File: config.mk
export PLATFORM = sky130hd
export DESIGN_NAME = peripheral_dbg_pu_riscv_jsp_jtag_shift
export DESIGN_NICKNAME = d
export VERILOG_FILES = /design/src/rtl/peripheral_dbg_pu_riscv_jsp_jtag_shift.sv
export SDC_FILE = /design/constraint.sdc
export NUM_CORES = 1
export LEC_CHECK = 0
export BUFFER_PORTS_ARGS = -buffer_cell sky130_fd_sc_hd__buf_2
export CORE_MARGIN = 3
export CORE_UTILIZATION = 50
export DETAILED_ROUTE_END_ITERATION = 10
export PLACE_DENSITY = 0.71
export SLEW_MARGIN = 30
export SYNTH_ARGS = -nofsm -noshare
export SYNTH_HDL_FRONTEND = slang
export SYNTH_SLANG_ARGS = --single-unit
File: constraint.sdc
create_clock -name tck_i -period 2.4 [get_ports tck_i]
set_clock_uncertainty 0.2 [all_clocks]
set_input_delay 0 -clock tck_i [delete_from_list [all_inputs] [get_ports tck_i]]
set_output_delay 0 -clock tck_i [all_outputs]
set_load 0.005 [all_outputs]
File: src/rtl/peripheral_dbg_pu_riscv_jsp_jtag_shift.sv
// JTAG-side shifter of the JTAG Serial Port: status capture, then byte slots to/from the JSP core.
// Optional DBG_JSP_WR_CLAMP_EN limits host writes to the free space captured at Capture-DR.
module peripheral_dbg_pu_riscv_jsp_jtag_shift (
    input  logic       tck_i,
    input  logic       rst_i,
    input  logic       module_select_i,
    input  logic       capture_dr_i,
    input  logic       shift_dr_i,
    input  logic       update_dr_i,
    input  logic       tdi_i,
    output logic       tdo_o,
    input  logic [7:0] jsp_data_i,
    input  logic [3:0] jsp_bytes_available_i,
    input  logic [3:0] jsp_bytes_free_i,
    output logic [7:0] jsp_data_o,
    output logic       jsp_rd_strobe_o,
    output logic       jsp_wr_strobe_o,
    output logic       top_inhibit_o
);

    typedef enum logic [1:0] {IDLE, STATUS, DATA} state_t;

    state_t     state;
    logic [7:0] out_sr;
    logic [7:0] in_sr;
    logic [2:0] bit_cnt;
    logic [3:0] rd_left;
    logic [3:0] wr_left;
    logic [3:0] avail_c;
    logic [3:0] free_c;
    logic       rd_loaded;

    logic [7:0] in_next;
    logic [3:0] rd_left_init;
    logic [3:0] wr_left_init;
    logic       scan_exit;

    function automatic logic [3:0] min4(input logic [3:0] a, input logic [3:0] b);
        return (a < b) ? a : b;
    endfunction

    // The byte completed on this edge: tdi_i lands in bit 7 as in_sr shifts right.
    assign in_next      = {tdi_i, in_sr[7:1]};
    assign rd_left_init = min4(in_next[7:4], avail_c);
`ifdef DBG_JSP_WR_CLAMP_EN
    assign wr_left_init = min4(in_next[3:0], free_c);
`else
    assign wr_left_init = in_next[3:0];
`endif

    assign scan_exit = (state != IDLE) && (update_dr_i || capture_dr_i || !module_select_i);
    assign tdo_o     = out_sr[0];

    always_ff @(posedge tck_i or posedge rst_i) begin
        if (rst_i) begin
            state           <= IDLE;
            out_sr          <= 8'h00;
            in_sr           <= 8'h00;
            bit_cnt         <= 3'd0;
            rd_left         <= 4'd0;
            wr_left         <= 4'd0;
            avail_c         <= 4'd0;
            free_c          <= 4'd0;
            rd_loaded       <= 1'b0;
            jsp_data_o      <= 8'h00;
            jsp_rd_strobe_o <= 1'b0;
            jsp_wr_strobe_o <= 1'b0;
            top_inhibit_o   <= 1'b0;
        end else begin
            jsp_rd_strobe_o <= 1'b0;
            jsp_wr_strobe_o <= 1'b0;

            if (capture_dr_i && module_select_i) begin
                state         <= STATUS;
                out_sr        <= {jsp_bytes_free_i, jsp_bytes_available_i};
                avail_c       <= jsp_bytes_available_i;
                free_c        <= jsp_bytes_free_i;
                bit_cnt       <= 3'd0;
                rd_left       <= 4'd0;
                wr_left       <= 4'd0;
                rd_loaded     <= 1'b0;
                top_inhibit_o <= 1'b1;
            end else if (scan_exit) begin
                // Leaving discards counts; a partially shifted slot is never written.
                state         <= IDLE;
                out_sr        <= 8'h00;
                bit_cnt       <= 3'd0;
                rd_left       <= 4'd0;
                wr_left       <= 4'd0;
                rd_loaded     <= 1'b0;
                top_inhibit_o <= 1'b0;
            end else if ((state != IDLE) && shift_dr_i) begin
                in_sr   <= in_next;
                bit_cnt <= bit_cnt + 3'd1;

                if (state == STATUS) begin
                    if (bit_cnt == 3'd7) begin
                        rd_left   <= rd_left_init;
                        wr_left   <= wr_left_init;
                        out_sr    <= (rd_left_init != 4'd0) ? jsp_data_i : 8'h00;
                        rd_loaded <= (rd_left_init != 4'd0);
                        state     <= DATA;
                    end else begin
                        out_sr <= {1'b0, out_sr[7:1]};
                    end
                end else begin
                    // Pop at bit 0 gives the JSP seven edges to present the next head byte.
                    if ((bit_cnt == 3'd0) && rd_loaded) begin
                        jsp_rd_strobe_o <= 1'b1;
                        rd_left         <= rd_left - 4'd1;
                        rd_loaded       <= 1'b0;
                    end

                    if (bit_cnt == 3'd7) begin
                        if (wr_left != 4'd0) begin
                            jsp_data_o      <= in_next;
                            jsp_wr_strobe_o <= 1'b1;
                            wr_left         <= wr_left - 4'd1;
                        end
                        out_sr    <= (rd_left != 4'd0) ? jsp_data_i : 8'h00;
                        rd_loaded <= (rd_left != 4'd0);
                    end else begin
                        out_sr <= {1'b0, out_sr[7:1]};
                    end
                end
            end
        end
    end

endmodule
== Yosys cells after proc, flatten, opt, wreduce, memory -nomap -nowiden ==
Cells that the tools add are included.
Storage, ports and cells
  word-level logic and storage cells: 97
  flip-flop bits (word level): 45
  bits of input ports: 23
  output and inout port bits: 12
Cells by class
  reductions and logical operators: 25
  multiplexer cells: 50
  eq/ne operators: 3
  bitwise logic cells: 3
  magnitude comparators: 1
  add/sub/neg operators: 3
Operators with widths (number)
  8-bit 2-to-1 mux: 8
  4-bit 2-to-1 mux: 14
  4-bit nonzero test: 6
  1-bit 2-to-1 mux: 20
  3-bit AND reduction: 5
  2-bit 2-to-1 mux: 5
  3-bit 2-to-1 mux: 3
  3-bit nonzero test: 3
  4-bit by 1-bit subtractor with 4-bit output, second input constant: 2
  6-bit AND reduction: 1
  1-bit logical AND: 4
  4-bit < comparator: 1
  4-bit by 3-bit inequality test with 1-bit output, second input constant: 1
  2-bit nonzero test: 2
  3-bit by 1-bit adder with 3-bit output, second input constant: 1
  3-bit equality test, second input constant: 1
  3-bit zero test: 1
  1-bit inverter: 3
  2-bit by 1-bit equality test with 1-bit output, second input constant: 1
  1-bit logical OR: 2
  1-bit zero test: 1

== Longest topological paths before layout ==
  depth after elaboration: 9
  gate-level depth with buffers: 8
  depth with buffers taken out: 7

== Worst setup path before layout ==
No wires, ideal clock.
  path kind: register to register
  start: reg bit_cnt[1]
  end: reg jsp_data_o[0]
  period minus slack after synthesis: 2180 ps
  slack: 220 ps
  arrival: 1855 ps
  buffers on the path: 1
  library setup time: 125 ps
  cell stages (with the launch flop): 7
  required time: 2075 ps
  path through: dfrtp_1 -> ha_1 -> ha_1 -> buf_2 -> inv_1 -> nor4_4 -> mux2_4
On the way
  longest elaborated chain between the ends: 2
RTL lines
  start, declared: RTL line 26  | logic [2:0] bit_cnt;
  start signal, assigned: RTL line 94  | bit_cnt <= bit_cnt + 3'd1;
  3-bit equality test: RTL line 114  | if (bit_cnt == 3'd7) begin
  6-bit AND reduction (no source line)
  end signal, assigned: RTL line 116  | jsp_data_o <= in_next;
  end, declared: RTL line 15  | output logic [7:0] jsp_data_o,
Every way passes these cells.
A chain may end at the register's enable or synchronous reset.

== Worst setup path in the final report ==
  start: reg in_sr[6]
  end: reg out_sr[7]
On the way
  longest elaborated chain between the ends: 9
RTL lines
  start, declared: RTL line 25  | logic [7:0] in_sr;
  start signal, assigned: RTL line 93  | in_sr <= in_next;
  4-bit < comparator: RTL line 39  | return (a < b) ? a : b;
  4-bit 2-to-1 mux *: RTL line 39
  4-bit nonzero test *: RTL line 100  | out_sr <= (rd_left_init != 4'd0) ? jsp_data_i : 8'h00;
  8-bit 2-to-1 mux *: RTL line 100
  8-bit 2-to-1 mux *: RTL line 97  | if (bit_cnt == 3'd7) begin
  8-bit 2-to-1 mux *: RTL line 96  | if (state == STATUS) begin
  8-bit 2-to-1 mux *: RTL line 92  | end else if ((state != IDLE) && shift_dr_i) begin
  8-bit 2-to-1 mux *: RTL line 83  | end else if (scan_exit) begin
  8-bit 2-to-1 mux *: RTL line 73  | if (capture_dr_i && module_select_i) begin
  end signal, assigned: RTL line 75  | out_sr <= {jsp_bytes_free_i, jsp_bytes_available_i};
  end signal, assigned: RTL line 100
  end signal, assigned: RTL line 104  | out_sr <= {1'b0, out_sr[7:1]};
  end, declared: RTL line 24  | logic [7:0] out_sr;
Mark *: on every way between the ends. The rest lies on a longest branch, timed or not. The select of a mux whose other input is x is not followed.

==> run metrics <==
status=complete, no violations; P_sw=~0.57 mW; syn_area_per_cell=about 10 um2; PD cells=just over 600 nW/um2; placed cell areas=~2800 um2; Initial Util=54.1%; residual DRC count=0; Clk pwr share=between 30% and 40%; latest clock arrival within the worst-skew pair=approximately 0.30 ns; count of cell types in the netlist=51; Placer Congestion=0.839; Final nets=~340; maximum clock rate=448 MHz; Rows=24; Crit Path Category=reg -> reg; Multi-input gate area=approximately 1300 um2; first-pass GRT wire length=between 9000 and 10000 um; ys flop type=dfrtp_1; clk slew on worst S/H paths=0.09 ns; CP Data Arrival Time=2.24 ns; drt first pass iters=4; Comb power frac=a little under a quarter; largest net degree at the start of global routing=17; Pwr Total=roughly 1.9 mW; crit start category=flip-flop; Max rail drop VDD=between 400 and 500 uV; setup violators final=0; Yosys reg bits=44; Max-cap violations=0; Yosys warnings=0; worst-path fanout max=6; Die Ht=~76 um; Max-slew headroom=62.5%; DP Cell Count=338; synth top area cells=dfrtp_1, ha_1, mux2_4; GRT Residual Overflow=0; Sw Ratio=between 30 and 40%; Layout fillers=around 370; share of layout cells above drive strength 1=26.2%; Cell Int Power=between 1 and 1.5 mW; clock period minus worst slack=2.23 ns; Least-Margin Pin Slew=between 0.5 and 0.6 ns; Die ar.=roughly 5800 um2; Syn Std Cell Area=between 2000 and 2500 um2; leak pwr=roughly 1.5 nW; Port Buffers=34; setup_tns=0 ns; root buf cell=clkbuf_8; CP required=between 2 and 2.5 ns; Final Slew Violations=0; most common cell after layout, fill and taps aside=dfrtp_1; RSZ-0062 raised after global routing=no; initial antenna violation count=0; register share of total power=45.7%; synthesized instance count=~240; initial DRC count=~130; top cell type's share of synthesized area=44.6%; I/O pins=35; hpwl dp=between 4000 and 5000 um; register area share after synthesis=44.6%; Core Util, Final=slightly below 70%; DR WL/cell=between 15 and 20 um; Synth area leader=dfrtp_1; via count=~2000; post-CTS resize count=0; hold violation count in the final report=0; drt total wl=between 5000 and 6000 um; clk sink count=44; CORE AREA=4560 um2; Tcrit/Tclk final=93.0%; total CTS buffers=5; gr usage total=~21%; Area growth syn-to-layout=26.6%; # diodes=0; CTS H-tree lvls=2; register area=1100 um2; Die X=~76 um; Hold Path Class=in -> async; Finished Cell Area=about 3100 um2; Syn Nets=270; Antenna Violating Nets Remaining=0; Post-synth EDFFs=0; most frequent cells in the layout=dfrtp_1, buf_2, nand2_1, dlygate4sd3_1, nor2_1; CTS Buffer Depth=2; Via-to-Cell Ratio=5.51; vias in the first global route=approximately 2000; Non-Filler Instances=370; asr flop ratio synth=100%; CTS tree=built; Setup crit end kind=flip-flop
state kept, by name (all words and copies together) (netlist names):
signal	count
avail_c	4
bit_cnt	3
in_sr	7
jsp_data_o	8
jsp_rd_strobe_o	1
jsp_wr_strobe_o	1
out_sr	8
rd_left	4
rd_loaded	1
state	2
top_inhibit_o	1
wr_left	4
logic make-up (layout without fill, tap and decap cells):
logic type / after synthesis / count (layout) / share of synthesized area (%)
AO/OA/AOI/OAI: 59 / 59 / 17.9
XOR/XNOR: 2 / 2 / 0.710
adder cells (fa/ha/maj): 11 / 11 / 5.58
buffers and inverters: 22 / 91 / 3.55
flip-flops: 44 / 44 / 44.6
multiplexers: 25 / 25 / 12.3
AND/OR/NAND/NOR: 73 / 73 / 15.3
timing repair:
action	4_1_cts	5_1_grt
hold buffers	24	0
setup buffers	0	0
hold endpoints to repair	62	0
cell type report:
type,instances,area share [%]
timing repair buffer,69,15.8
tap,65,2.60
clock inverter,3,1.52
clock buffer,5,2.20
sequential,44,35.2
inverter,14,1.68
multi-input combinational,170,41.0
Yosys cell counts, types with 4 or more instances:
library cell and count:
buf_2 4, inv_1 14, o22ai_1 5, clkbuf_1 4
mux2_2 7, o2111ai_1 7, o21ai_0 14, ha_1 11
mux2i_1 9, dfrtp_1 44, a21oi_1 6, nand2_1 29
nor3_1 4, o21ai_1 4, nor2_1 17, mux2_4 9
worst max-delay path: stages, from the launching register on:
cell       delay [ns]
dfrtp_1          0.45
ha_1             0.36
a2111oi_4        0.33
a21oi_2          0.14
mux2_4           0.35
o41ai_2          0.31
metal layers:
metal | vias up | part of all wire (%) | global-route usage (%)
li1 | 1007 | - | -
met1 | 984 | 49 | 29.2
met2 | 39 | 47 | 32.1
met3 | 8 | 3.1 | 3.66
met4 | 0 | 1.4 | 6.52
met5 | - | 0 | 0
worst paths after layout:
check	slack, ns	startpoint	depth (start not counted)	end
max in group asynchronous	1.41	rst_i	4	out_sr[2]
max reg2reg	0.17	in_sr[6]	5	out_sr[7]
min reg2reg	0.31	rd_loaded	2	rd_loaded
max	0.17	in_sr[6]	5	out_sr[7]
min in group tck_i	0.06	module_select_i	5	wr_left[3]
min	0.02	rst_i	3	rd_left[1]
through the flow:
| stage | hold slack, ns | setup slack, ns |
|---|---|---|
| floorplan | -0.0946 | 0.220 |
| global placement | -0.203 | 0.243 |
| detailed placement | -0.194 | 0.191 |
| CTS | 0.0223 | 0.159 |
| global route | 0.0422 | 0.0873 |
| finish | 0.0200 | 0.167 |
power groups by stage:
stage	sequential [mW]	combinational (mW)	clock, mW
final	0.871	0.453	0.583
after global routing	0.881	0.503	0.619
after CTS	0.869	0.454	0.599
after detailed placement	0.883	0.421	0
after global placement	0.882	0.407	0
after floorplan	0.865	0.298	0
Power figures use the tool's default switching activity.
